===== config.mk =====
export PLATFORM = sky130hd
export DESIGN_NAME = bus_dma_master_flat
export DESIGN_NICKNAME = d
export VERILOG_FILES = /design/src/rtl/bus_dma_master_if.sv /design/src/rtl/bus_dma_master.sv /design/src/flat_wrapper.sv
export SDC_FILE = /design/constraint.sdc
export NUM_CORES = 1
export LEC_CHECK = 0
export CAP_MARGIN = 20
export CORE_UTILIZATION = 25
export CTS_CLUSTER_DIAMETER = 150
export CTS_CLUSTER_SIZE = 12
export DETAILED_ROUTE_END_ITERATION = 16
export HOLD_SLACK_MARGIN = 0.05
export SLEW_MARGIN = 20
export SYNTH_ARGS = -nofsm -noshare
export SYNTH_HDL_FRONTEND = slang
export SYNTH_SLANG_ARGS = --single-unit

===== constraint.sdc =====
create_clock -name clk -period 3.2 [get_ports clk]
set_input_delay 0.64 -clock clk [delete_from_list [all_inputs] [get_ports clk]]
set_output_delay 0.64 -clock clk [all_outputs]
set_load 0.01 [all_outputs]

===== src/rtl/bus_dma_master_if.sv =====
// Bus master port bundle for the copy engine.
// Master drives request/address/data, slave answers grant/read data.
interface bus_dma_master_if #(
  parameter int ADDR_W = 16,
  parameter int DATA_W = 64
) ();
  logic              m_req;
  logic              m_grant;
  logic              m_wr;
  logic [ADDR_W-1:0] m_addr;
  logic [DATA_W-1:0] m_dout;
  logic [DATA_W-1:0] m_din;

  modport master (
    output m_req,
    output m_wr,
    output m_addr,
    output m_dout,
    input  m_grant,
    input  m_din
  );

  modport slave (
    input  m_req,
    input  m_wr,
    input  m_addr,
    input  m_dout,
    output m_grant,
    output m_din
  );
endinterface


===== src/rtl/bus_dma_master.sv =====
// Single-channel block copy engine: read word, write word, repeat.
// Holds the bus from first grant until the last write completes.
module bus_dma_master #(
  parameter int ADDR_W = 16,
  parameter int DATA_W = 64,
  parameter int LEN_W  = 8
) (
  input  logic                clk,
  input  logic                reset,
  input  logic                start,
  input  logic [ADDR_W-1:0]   src_addr,
  input  logic [ADDR_W-1:0]   dst_addr,
  input  logic [LEN_W-1:0]    len,
  output logic                busy,
  output logic                done,
  bus_dma_master_if.master    m
);

  typedef enum logic [2:0] {
    S_IDLE,
    S_WAIT,
    S_RD,
    S_CAP,
    S_WR,
    S_FIN
  } state_t;

  state_t state_q, state_d;

  logic [ADDR_W-1:0] src_q, src_d;
  logic [ADDR_W-1:0] dst_q, dst_d;
  logic [LEN_W-1:0]  cnt_q, cnt_d;
  logic [DATA_W-1:0] buf_q, buf_d;

  logic go;
  logic go_empty;
  logic last;

  assign go       = start && (len != '0);
  assign go_empty = start && (len == '0);
  assign last     = (cnt_q == LEN_W'(1));

  // State register
  always_ff @(posedge clk) begin
    if (reset) begin
      state_q <= S_IDLE;
    end else begin
      state_q <= state_d;
    end
  end

  // Next-state decode; every bus phase waits for grant
  always_comb begin
    state_d = state_q;
    unique case (state_q)
      S_IDLE: begin
        if (go)            state_d = S_WAIT;
        else if (go_empty) state_d = S_FIN;
      end
      S_WAIT: if (m.m_grant) state_d = S_RD;
      S_RD:   if (m.m_grant) state_d = S_CAP;
      S_CAP:  if (m.m_grant) state_d = S_WR;
      S_WR: begin
        if (m.m_grant) state_d = last ? S_FIN : S_RD;
      end
      S_FIN:   state_d = S_IDLE;
      default: state_d = S_IDLE;
    endcase
  end

  // Outputs decoded from state and the latched pointers/buffer
  always_comb begin
    m.m_req  = 1'b0;
    m.m_wr   = 1'b0;
    done     = 1'b0;
    busy     = (state_q != S_IDLE);
    m.m_addr = src_q;
    m.m_dout = buf_q;
    unique case (state_q)
      S_WAIT, S_RD, S_CAP: m.m_req = 1'b1;
      S_WR: begin
        m.m_req  = 1'b1;
        m.m_wr   = 1'b1;
        m.m_addr = dst_q;
      end
      S_FIN:   done = 1'b1;
      default: ;
    endcase
  end

  // Datapath next-state: latch on start, capture read, advance on write
  always_comb begin
    src_d = src_q;
    dst_d = dst_q;
    cnt_d = cnt_q;
    buf_d = buf_q;
    unique case (1'b1)
      (state_q == S_IDLE) && go: begin
        src_d = src_addr;
        dst_d = dst_addr;
        cnt_d = len;
      end
      (state_q == S_CAP) && m.m_grant: begin
        buf_d = m.m_din;
      end
      (state_q == S_WR) && m.m_grant: begin
        src_d = src_q + ADDR_W'(1);
        dst_d = dst_q + ADDR_W'(1);
        cnt_d = cnt_q - LEN_W'(1);
      end
      default: ;
    endcase
  end

  // Datapath registers
  always_ff @(posedge clk) begin
    if (reset) begin
      src_q <= '0;
      dst_q <= '0;
      cnt_q <= '0;
      buf_q <= '0;
    end else begin
      src_q <= src_d;
      dst_q <= dst_d;
      cnt_q <= cnt_d;
      buf_q <= buf_d;
    end
  end

endmodule


===== src/flat_wrapper.sv =====
// flat-port wrapper written by rule: the top's interface ports become plain ports
module bus_dma_master_flat 
#(
  parameter int ADDR_W = 16,
  parameter int DATA_W = 64,
  parameter int LEN_W  = 8
)
  (clk, reset, start, src_addr, dst_addr, len, busy, done, m_m_req, m_m_wr, m_m_addr, m_m_dout, m_m_grant, m_m_din);
  bus_dma_master_if #(.ADDR_W(ADDR_W), .DATA_W(DATA_W)) m_i ();
  input  logic clk;
  input  logic reset;
  input  logic start;
  input  logic [ADDR_W-1:0] src_addr;
  input  logic [ADDR_W-1:0] dst_addr;
  input  logic [LEN_W-1:0] len;
  output logic busy;
  output logic done;
  output wire logic [$bits(m_i.m_req)-1:0] m_m_req;
  output wire logic [$bits(m_i.m_wr)-1:0] m_m_wr;
  output wire logic [$bits(m_i.m_addr)-1:0] m_m_addr;
  output wire logic [$bits(m_i.m_dout)-1:0] m_m_dout;
  input wire logic [$bits(m_i.m_grant)-1:0] m_m_grant;
  input wire logic [$bits(m_i.m_din)-1:0] m_m_din;
  assign m_m_req = m_i.m_req;
  assign m_m_wr = m_i.m_wr;
  assign m_m_addr = m_i.m_addr;
  assign m_m_dout = m_i.m_dout;
  assign m_i.m_grant = m_m_grant;
  assign m_i.m_din = m_m_din;
  bus_dma_master #(.ADDR_W(ADDR_W), .DATA_W(DATA_W), .LEN_W(LEN_W)) u_core (.clk(clk), .reset(reset), .start(start), .src_addr(src_addr), .dst_addr(dst_addr), .len(len), .busy(busy), .done(done), .m(m_i));
endmodule

==> results.ini <==
[power_and_ir_drop]
p_per_area_mw_per_mm2 = 451
switching_share_pct = 27.7
comb_power_share_pct = 21.2
vdd_drop_max_uv = 244
power_switching_uw = 921
power.leakage_uw = 0.00246
internal_power_uw = 2400
finalPower_uw = 3320
power_frac_clock_pct = 33.0
seqPwrFrac_pct = 45.8

[grt]
grt_pass1_vias = 4562
grt.total_usage_pct = 15.4
grt_overflow = 0
grt_max_degree = 75
grt_pass1_wl_microns = 24300
antenna_found_initial = 1

[timing]
fmax_mhz = 324
rsz0062_at_grt = false
relSlewSlack_pct = 42.6
hold_ws_ps = 452
period_minus_slack_ps = 3090
clock-skew-final_ps = 7.61
tightest_slew_ps = 861
tns_ps = 0
worst_slack_ps = 114
final_max_slew_viol_count = 0
hold_violations = 0
layout_worst_path_cycle_share_pct = 96.5
setup_viol = 0

[worst_setup_path]
critPathRequiredTime_ps = 2560
cpMaxStageDelayCell = clkdlybuf4s50_1
crit_chain = nor2_1 -> and2_1 -> buf_4 -> mux2_2 -> clkdlybuf4s50_1
worst_setup_path_start_kind = flip-flop
endpoint_kind = output pin
max_stage_delay_ps = 500
arrival_ps = 2450
path_class = flip-flop to output pin
cp_top_family = buffers and inverters
crit_fanout = 21
r2r_slack_ps = 1080
cp.buffers_inverters = 2

[die]
ios = 192
coreArea_sq_mm = 0.0190
die_h_microns = 142
rows = 50
die_area_sq_mm = 0.0202
die_x_microns = 142
start_util_pct = 25.9

[layout]
drive_above_1_share_pct = 7.07
nNetsFinal = 900
register_area_sq_mm = 0.00214
area_growth_pct = 49.9
n_fill_cell = 1980
multi_input_area_sq_mm = 0.00258
final_util_pct = 38.8

[clocking]
cts_buffers = 9
cts_max_path_buffers = 2
root_buffer = clkbuf_16
clkTransAtPathRegs_ps = 70
cts.sinks = 107
cts_tree = built
ctsHoldBuffers = 0
post_cts_buffers = 0
clock_latency_ps = 350
post_cts_resized = 0
htreeDepth = 3

[drt]
vias = 4946
routed_wl_microns = 15900
first_pass_iters = 4
drc = 0
via_per_inst = 4.70
wl_per_cell_microns = 15.1
drt-initial-drc-count = 278
detail-route-antenna-nets = 0

[yosys]
ys_types = 53
synth_xor_area_share_pct = 1.07
ys_ff_latch = 107
yosys_warnings = 0
synth-simple-area-share_pct = 25.5
synthArstFlopShare_pct = 0
synth_nets = 731
synth_ff_type = dfxtp_1
synthAdderAreaFrac_pct = 1.02
synth_compound_area_share_pct = 19.8
synthMuxAreaShare_pct = 4.81
synth_top_family_by_area = simple AND/OR/NAND/NOR gates
syn_avg_cell_area_sq_um = 7.95
synth_seq_area_share_pct = 43.5
synth_edf_count = 0
synth_area_sq_mm = 0.00492
syn_inst = 619

[outcome]
status = completed

[place]
pre_cts_ws_ps = 474
numPortBuffers = 191
gp_congestion = 0.804
dp_hpwl_microns = 11100

[run]
drv_cap = 0

[hold_path]
hp-class = flip-flop to flip-flop

-- layout by cell type (no fill, tap or decap), types with 2 or more instances in the layout --
cell | Yosys | routed
or2_2 | 3 | 3
nor4_1 | 8 | 8
o21ai_0 | 12 | 12
nand3_1 | 19 | 18
mux2_2 | 13 | 13
clkbuf_1 | 35 | 3
buf_4 | 0 | 11
a21bo_2 | 2 | 2
and3_1 | 6 | 5
buf_12 | 0 | 2
dfxtp_1 | 107 | 107
or3_2 | 2 | 2
or3_1 | 13 | 13
ha_1 | 4 | 4
nand2_1 | 162 | 162
mux2i_1 | 9 | 9
a21oi_1 | 77 | 77
a31o_2 | 2 | 2
a21o_1 | 4 | 4
a41oi_1 | 2 | 2
nor2b_1 | 3 | 3
a31oi_1 | 23 | 23
nor3_1 | 6 | 6
a2111oi_0 | 2 | 2
and2_1 | 11 | 11
clkbuf_16 | 0 | 9
clkdlybuf4s50_1 | 0 | 190
clkinv_2 | 0 | 2
o211ai_1 | 11 | 11
xnor2_1 | 5 | 5
a311oi_1 | 5 | 5
o22ai_1 | 4 | 4
inv_1 | 8 | 8
a211oi_1 | 3 | 3
a2bb2oi_1 | 3 | 3
nor2_1 | 20 | 20
nand4_1 | 6 | 6
-- worst register-to-register path, cell delays in order (launching register included) --
cell and delay [ps]:
dfxtp_1 620, and4bb_2 580, buf_4 260, a41oi_1 130, a2111oi_0 410
-- power groups by stage --
stage,Clock (uW),Sequential [uW],Combinational (uW)
2_1_floorplan,0,1520,377
3_3_place_gp,0,1550,706
3_5_place_dp,0,1550,710
4_1_cts,1150,1520,713
5_1_grt,1190,1540,767
6_report,1100,1520,706
-- layout make-up --
cell class | instances | area share [%]
Clock inverter | 3 | 0.543
Sequential cell | 107 | 29.0
Tap cell | 260 | 4.41
Inverter | 8 | 0.407
Antenna cell | 1 | 0.0339
Timing Repair Buffer | 203 | 27.4
Clock buffer | 12 | 3.21
Multi-Input combinational cell | 459 | 34.9
-- final timing paths --
path	startpoint	endpoint	cells past startpoint
setup / recovery	u_core.state_q[0]$_SDFFE_PP0P_	m_m_addr[0]	5
hold / removal	u_core.m.m_dout[32]$_SDFFE_PP0P_	u_core.m.m_dout[32]$_SDFFE_PP0P_	2
setup reg to reg	u_core.state_q[2]$_SDFFE_PP0P_	u_core.dst_q[4]$_SDFFE_PP0P_	4
hold reg to reg	u_core.m.m_dout[32]$_SDFFE_PP0P_	u_core.m.m_dout[32]$_SDFFE_PP0P_	2
-- routing by layer --
layer	track usage (%)	wire, microns	vias to the layer above
met1	19.3	7090	2291
met4	6.90	367	0
met3	3.53	812	20
met2	25.0	7640	121
li1	-	-	2514
met5	0	0	-
-- cells by family (layout without fill, tap and decap cells) --
logic type      after synthesis  in the layout
compound gates              159            159
xor+xnor                      6              6
fa+ha+maj                     4              4
buf+inv                      53            226
flops                       107            107
mux                          22             22
other cells                   0              1
simple gates                268            268
-- state kept, by name, indices dropped and copies added (netlist names) --
| register | flops |
|---|---|
| u_core.cnt_q | 8 |
| u_core.dst_q | 16 |
| u_core.m.m_dout | 64 |
| u_core.src_q | 16 |
| u_core.state_q | 3 |
-- metrics by stage --
step                      cells  instance area (sq um)
after floorplan             619                   4920
after global placement     1037                   7100
after detailed placement   1037                   7100
after CTS                  1052                   7370
after global routing       1053                   7380
final                      1053                   7380
-- synth_stat cells (all sizes together), types with 2 or more instances --
| cell | number | area share [%] |
|---|---|---|
| and2 | 11 | 1.4 |
| inv | 8 | 0.61 |
| nor3 | 6 | 0.61 |
| o22ai | 4 | 0.51 |
| a21o | 4 | 0.61 |
| o211ai | 11 | 1.7 |
| and3 | 6 | 0.76 |
| or3 | 15 | 2.0 |
| xnor2 | 5 | 0.89 |
| a211oi | 3 | 0.46 |
| a31oi | 23 | 2.9 |
| mux2 | 13 | 3.0 |
| a21oi | 77 | 7.8 |
| or4 | 2 | 0.38 |
| a2bb2oi | 3 | 0.53 |
| or2 | 3 | 0.38 |
| o21ai | 12 | 1.2 |
| nand4 | 7 | 1.2 |
| ha | 4 | 1.0 |
| clkbuf | 35 | 2.7 |
| nor4b | 2 | 0.48 |
| a21bo | 2 | 0.41 |
| a41oi | 2 | 0.36 |
| buf | 10 | 0.97 |
| a2111oi | 2 | 0.36 |
| a31o | 2 | 0.36 |
| nor4 | 8 | 1.0 |
| nand3 | 19 | 1.9 |
| dfxtp | 107 | 44 |
| a311oi | 5 | 0.89 |
| mux2i | 9 | 1.8 |
| nor2 | 20 | 1.5 |
| nand2 | 162 | 12 |
| nor2b | 3 | 0.38 |
Power figures use the tool's default switching activity.
==> RTL change 1, RTL diff (config.mk and constraints unchanged) <==
`DATA_W` is set to 64 in 3 places; all go to 72.
--- a/src/rtl/bus_dma_master_if.sv
+++ b/src/rtl/bus_dma_master_if.sv
@@ -2,7 +2,7 @@
 // Master drives request/address/data, slave answers grant/read data.
 interface bus_dma_master_if #(
   parameter int ADDR_W = 16,
-  parameter int DATA_W = 64
+  parameter int DATA_W = 72
 ) ();
   logic              m_req;
   logic              m_grant;
--- a/src/rtl/bus_dma_master.sv
+++ b/src/rtl/bus_dma_master.sv
@@ -2,7 +2,7 @@
 // Holds the bus from first grant until the last write completes.
 module bus_dma_master #(
   parameter int ADDR_W = 16,
-  parameter int DATA_W = 64,
+  parameter int DATA_W = 72,
   parameter int LEN_W  = 8
 ) (
   input  logic                clk,
--- a/src/flat_wrapper.sv
+++ b/src/flat_wrapper.sv
@@ -2,7 +2,7 @@
 module bus_dma_master_flat 
 #(
   parameter int ADDR_W = 16,
-  parameter int DATA_W = 64,
+  parameter int DATA_W = 72,
   parameter int LEN_W  = 8
 )
   (clk, reset, start, src_addr, dst_addr, len, busy, done, m_m_req, m_m_wr, m_m_addr, m_m_dout, m_m_grant, m_m_din);
Interface: changed (resized m_m_din and m_m_dout); port bits go from 192 to 208. No check against the original RTL was run, so the function may have changed too.
==> RTL change 1 against the original RTL <==
- largest cell class unchanged
- critical path depth did not move
- register-to-register slack improved by 0.13 ns
- cell area up 10%
- wire length grew 5.5%
- cell count grew 6.5%
- sequential cell count increased by 8
- power grew 32%
- highest routed layer unchanged
- area after synthesis rose by 4.2%
- clock power is 87% higher
- synthesized cell count rose by 4.7%
- global-route usage is 0.70 points higher
- setup slack better by 0.18 ns
- clock skew shrank 0.0020 ns
==> RTL change 1: results (changes against the original RTL) <==
synth_nets: 768  # was 731
leakagePower_uw: 0.00274  # was 0.00246 uW
wl_met1_um: 7520  # was 7090 um
wl_um: 16800  # was 15900 um
synthAdderAreaFrac_pct: 0.976  # was 1.02%
largest_reg_flops: 72  # was 64
globalRouteTotalUtil_pct: 16.1  # was 15.4%
clk_latency_ns: 0.41  # was 0.35 ns
clk_pin_slew_ns: 0.05  # was 0.07 ns
synth_xor_area_share_pct: 0.171  # was 1.07%
max_stage_delay_ns: 0.48  # was 0.50 ns
muxShareOfSynthArea_pct: 3.93  # was 4.81%
slew_headroom_pct: 56.4  # was 42.6%
io_buffers: 207  # was 191
clock-skew-final_ns: 0.00565  # was 0.00761 ns
synth.distinct_cells: 51  # was 53
ys_top_cells_by_count: "nand2_1, dfxtp_1, a21oi_1"  # unchanged
htreeDepth: 4  # was 3
synth_area_leaders: "dfxtp_1, nand2_1, a21oi_1"  # unchanged
rr_worst_depth: 5  # was 4
r2r_end: "u_core.src_q[15]"  # was u_core.dst_q[4]
timing.rr.start: "u_core.state_q[0]"  # was u_core.state_q[2]
outcome: "finished, final reports clean"  # unchanged
final_nets: 958  # was 900
whs_endpoint: "u_core.m.m_dout[33]"  # was u_core.m.m_dout[32]
vdd_drop_max_uv: 330  # was 244 uV
holdWs_ns: 0.451  # was 0.452 ns
reg2reg_slack_ns: 1.21  # was 1.08 ns
numCtsBuffers: 17  # was 9
gp_congestion: 0.818  # was 0.804
==> RTL change 1: cell count changes in the layout (fill, tap and decap cells not counted), moves of 8 or more <==
cell and delta:
nand2_1 +11, a21oi_1 +16, clkdlybuf4s50_1 +16, mux2i_1 -8
nand3_1 +10, clkbuf_16 +8
==> RTL change 1: worst max-delay path by stage <==
stage / startpoint / endpoint / slack [ns] / cells after the start
2_1_floorplan: u_core.state_q[2] / m_m_addr[10] / 0.98 / 5
3_3_place_gp: u_core.state_q[1] / m_m_addr[2] / 0.39 / 5
3_5_place_dp: u_core.state_q[1] / m_m_addr[7] / 0.31 / 5
4_1_cts: u_core.state_q[1] / m_m_addr[7] / 0.12 / 5
5_1_grt: u_core.state_q[1] / m_m_addr[2] / 0.16 / 5
6_report: u_core.state_q[1] / m_m_addr[7] / 0.30 / 5
==> RTL change 1: final cells by class <==
cell class                 instances  area, um^2
clock inverter                    14         201
sequential                       115        2300
inverter                           7        27.5
multi-input combinational        478        2600
timing repair buffer             219        2230
tap                              270         338
fill                            2065       12000
clock buffer                      18         439
==> RTL change 1: cells by family (layout without fill, tap and decap cells) <==
logic type / Yosys count / count (layout)
flip-flops: 115 / 115
XOR/XNOR: 1 / 1
AND/OR/NAND/NOR: 290 / 290
AO/OA/AOI/OAI: 165 / 165
buffers and inverters: 55 / 258
adder cells (fa/ha/maj): 4 / 4
multiplexers: 18 / 18
==> RTL change 1: timing repair <==
action | 4_1_cts | 5_1_grt
endpoints found under the hold margin | 0 | 0
endpoints found under the setup margin | 15 | 14
pin swaps | 0 | 0
resized for setup | 1 | 1
==> RTL change 1: metrics by stage <==
step / area (um^2) / worst slack [ns] / utilization (%) / instances
after floorplan: 5130 / 0.976 / - / 648
after global placement: 7500 / 0.389 / 37.2 / 1089
after detailed placement: 7500 / 0.314 / 37.2 / 1089
after CTS: 8140 / 0.122 / 40.4 / 1121
after global routing: 8140 / 0.156 / 40.4 / 1121
final: 8140 / 0.296 / 40.4 / 1121
==> RTL change 1: layer usage <==
| metal | global-route usage, % | vias to the layer above |
|---|---|---|
| met1 | 20.2 | 2458 |
| met5 | 0 | - |
| met3 | 5.28 | 17 |
| met2 | 25.4 | 175 |
| met4 | 5.95 | 0 |
| li1 | - | 2685 |
==> RTL change 1: critical path: cells and delay by family (launching register included) <==
family | cells | cell delay, ns
flops | 1 | 0.39
simple gates | 2 | 0.38
mux | 1 | 0.37
buf+inv | 2 | 0.71
==> RTL change 1: where the power goes <==
part	total [uW]	leakage (uW)	switching (uW)	internal [uW]
logic	709	0.00150	321	389
registers	1630	0.000934	111	1510
clock network	2060	0.000307	727	1330
==> RTL change 2, RTL diff (config.mk and constraints unchanged) <==
Made on the original files. The 6 states of `state_t` get a one-hot encoding in 6 bits.
--- a/src/rtl/bus_dma_master.sv
+++ b/src/rtl/bus_dma_master.sv
@@ -16,13 +16,13 @@
   bus_dma_master_if.master    m
 );
 
-  typedef enum logic [2:0] {
-    S_IDLE,
-    S_WAIT,
-    S_RD,
-    S_CAP,
-    S_WR,
-    S_FIN
+  typedef enum logic [5:0] {
+    S_IDLE = 6'b000001,
+    S_WAIT = 6'b000010,
+    S_RD   = 6'b000100,
+    S_CAP  = 6'b001000,
+    S_WR   = 6'b010000,
+    S_FIN  = 6'b100000
   } state_t;
 
   state_t state_q, state_d;
Check against the original RTL: same outputs for any inputs over 10 cycles, from zero or initial values and one cycle with reset high; not proved beyond that.
==> RTL change 2 against the original RTL <==
- setup slack improved by 0.063 ns
- power fell by 12%
- area after synthesis rose by 1.2%
- wire length rose by 0.36%
- global-route usage fell by 0.18 points
- sequential cell count rose by 3
- first-iteration DRC count rose by 47%
- cell area rose by 0.63%
- critical path type unchanged
- highest routed layer unchanged
==> RTL change 2: results (changes against the original RTL) <==
outcome: "finished, final reports clean"  # unchanged
r2r_end: "u_core.dst_q[6]"  # was u_core.dst_q[4]
setup_slack_ns: 0.177  # was 0.114 ns
crit_fanout: 11  # was 21
area.growth.synth_to_final_pct: 49.1  # was 49.9%
regArea_um2: 2200  # was 2140 um^2
wl_met1_um: 7080  # was 7090 um
postSynthAreaPerCell_um2: 8.04  # was 7.95 um^2
timing.rr.start: "u_core.state_q[1]"  # was u_core.state_q[2]
grt_max_degree: 66  # was 75
dr_wl_met2_um: 7640  # about the same
final_nets: 902  # was 900
globalRouteTotalUtil_pct: 15.2  # was 15.4%
met3_length_um: 1030  # was 812 um
drive_above_1_share_pct: 7.43  # was 7.07%
taps: 265  # was 260
drtIter0Drc: 410  # was 278
clock-skew-final_ns: 0.00661  # was 0.00761 ns
rr_worst_depth: 5  # was 4
multi_input_comb_area_um2: 2540  # was 2580 um^2
multi_input_cells: 454  # was 459
fill_cells: 2016  # was 1980
synth.distinct_cells: 61  # was 53
grt_pass1_vias: 4496  # was 4562
dp.cells: 1044  # was 1037
yosysSeqAreaShare_pct: 44.2  # was 43.5%
met1_usage_pct: 19.9  # was 19.3%
grt_pass1_wl_um: 24200  # was 24300 um
arrival_ns: 2.38  # was 2.45 ns
placed_area_um2: 7150  # was 7100 um^2
-- RTL change 2: cells by family (layout without fill, tap and decap cells) --
kind of cell               count (synthesis)  after routing  share of synthesized area (%)
and+or+nand+nor                          272            272                           25.7
AOI/OAI and AO/OA                        159            159                           20.2
DFF                                      110            110                           44.2
buffers and inverters                     55            230                           4.85
muxes                                     16             16                           3.59
adders and majority gates                  4              4                           1.01
xor gates and xnor gates                   3              3                          0.528
other                                      0              1                              0
-- RTL change 2: where the power goes --
part	leakage, uW	internal [uW]	switching [uW]
clock network	0.000129	547	504
registers	0.000894	1410	55.8
logic	0.00146	233	175
-- RTL change 2: worst max path at each step --
stage                      start            to  cells after the start
2_1_floorplan  u_core.state_q[1]  m_m_addr[10]                      5
3_3_place_gp   u_core.state_q[1]          busy                      3
3_5_place_dp   u_core.state_q[1]          busy                      3
4_1_cts        u_core.state_q[1]          busy                      3
5_1_grt        u_core.state_q[1]          busy                      3
6_report       u_core.state_q[1]          busy                      3
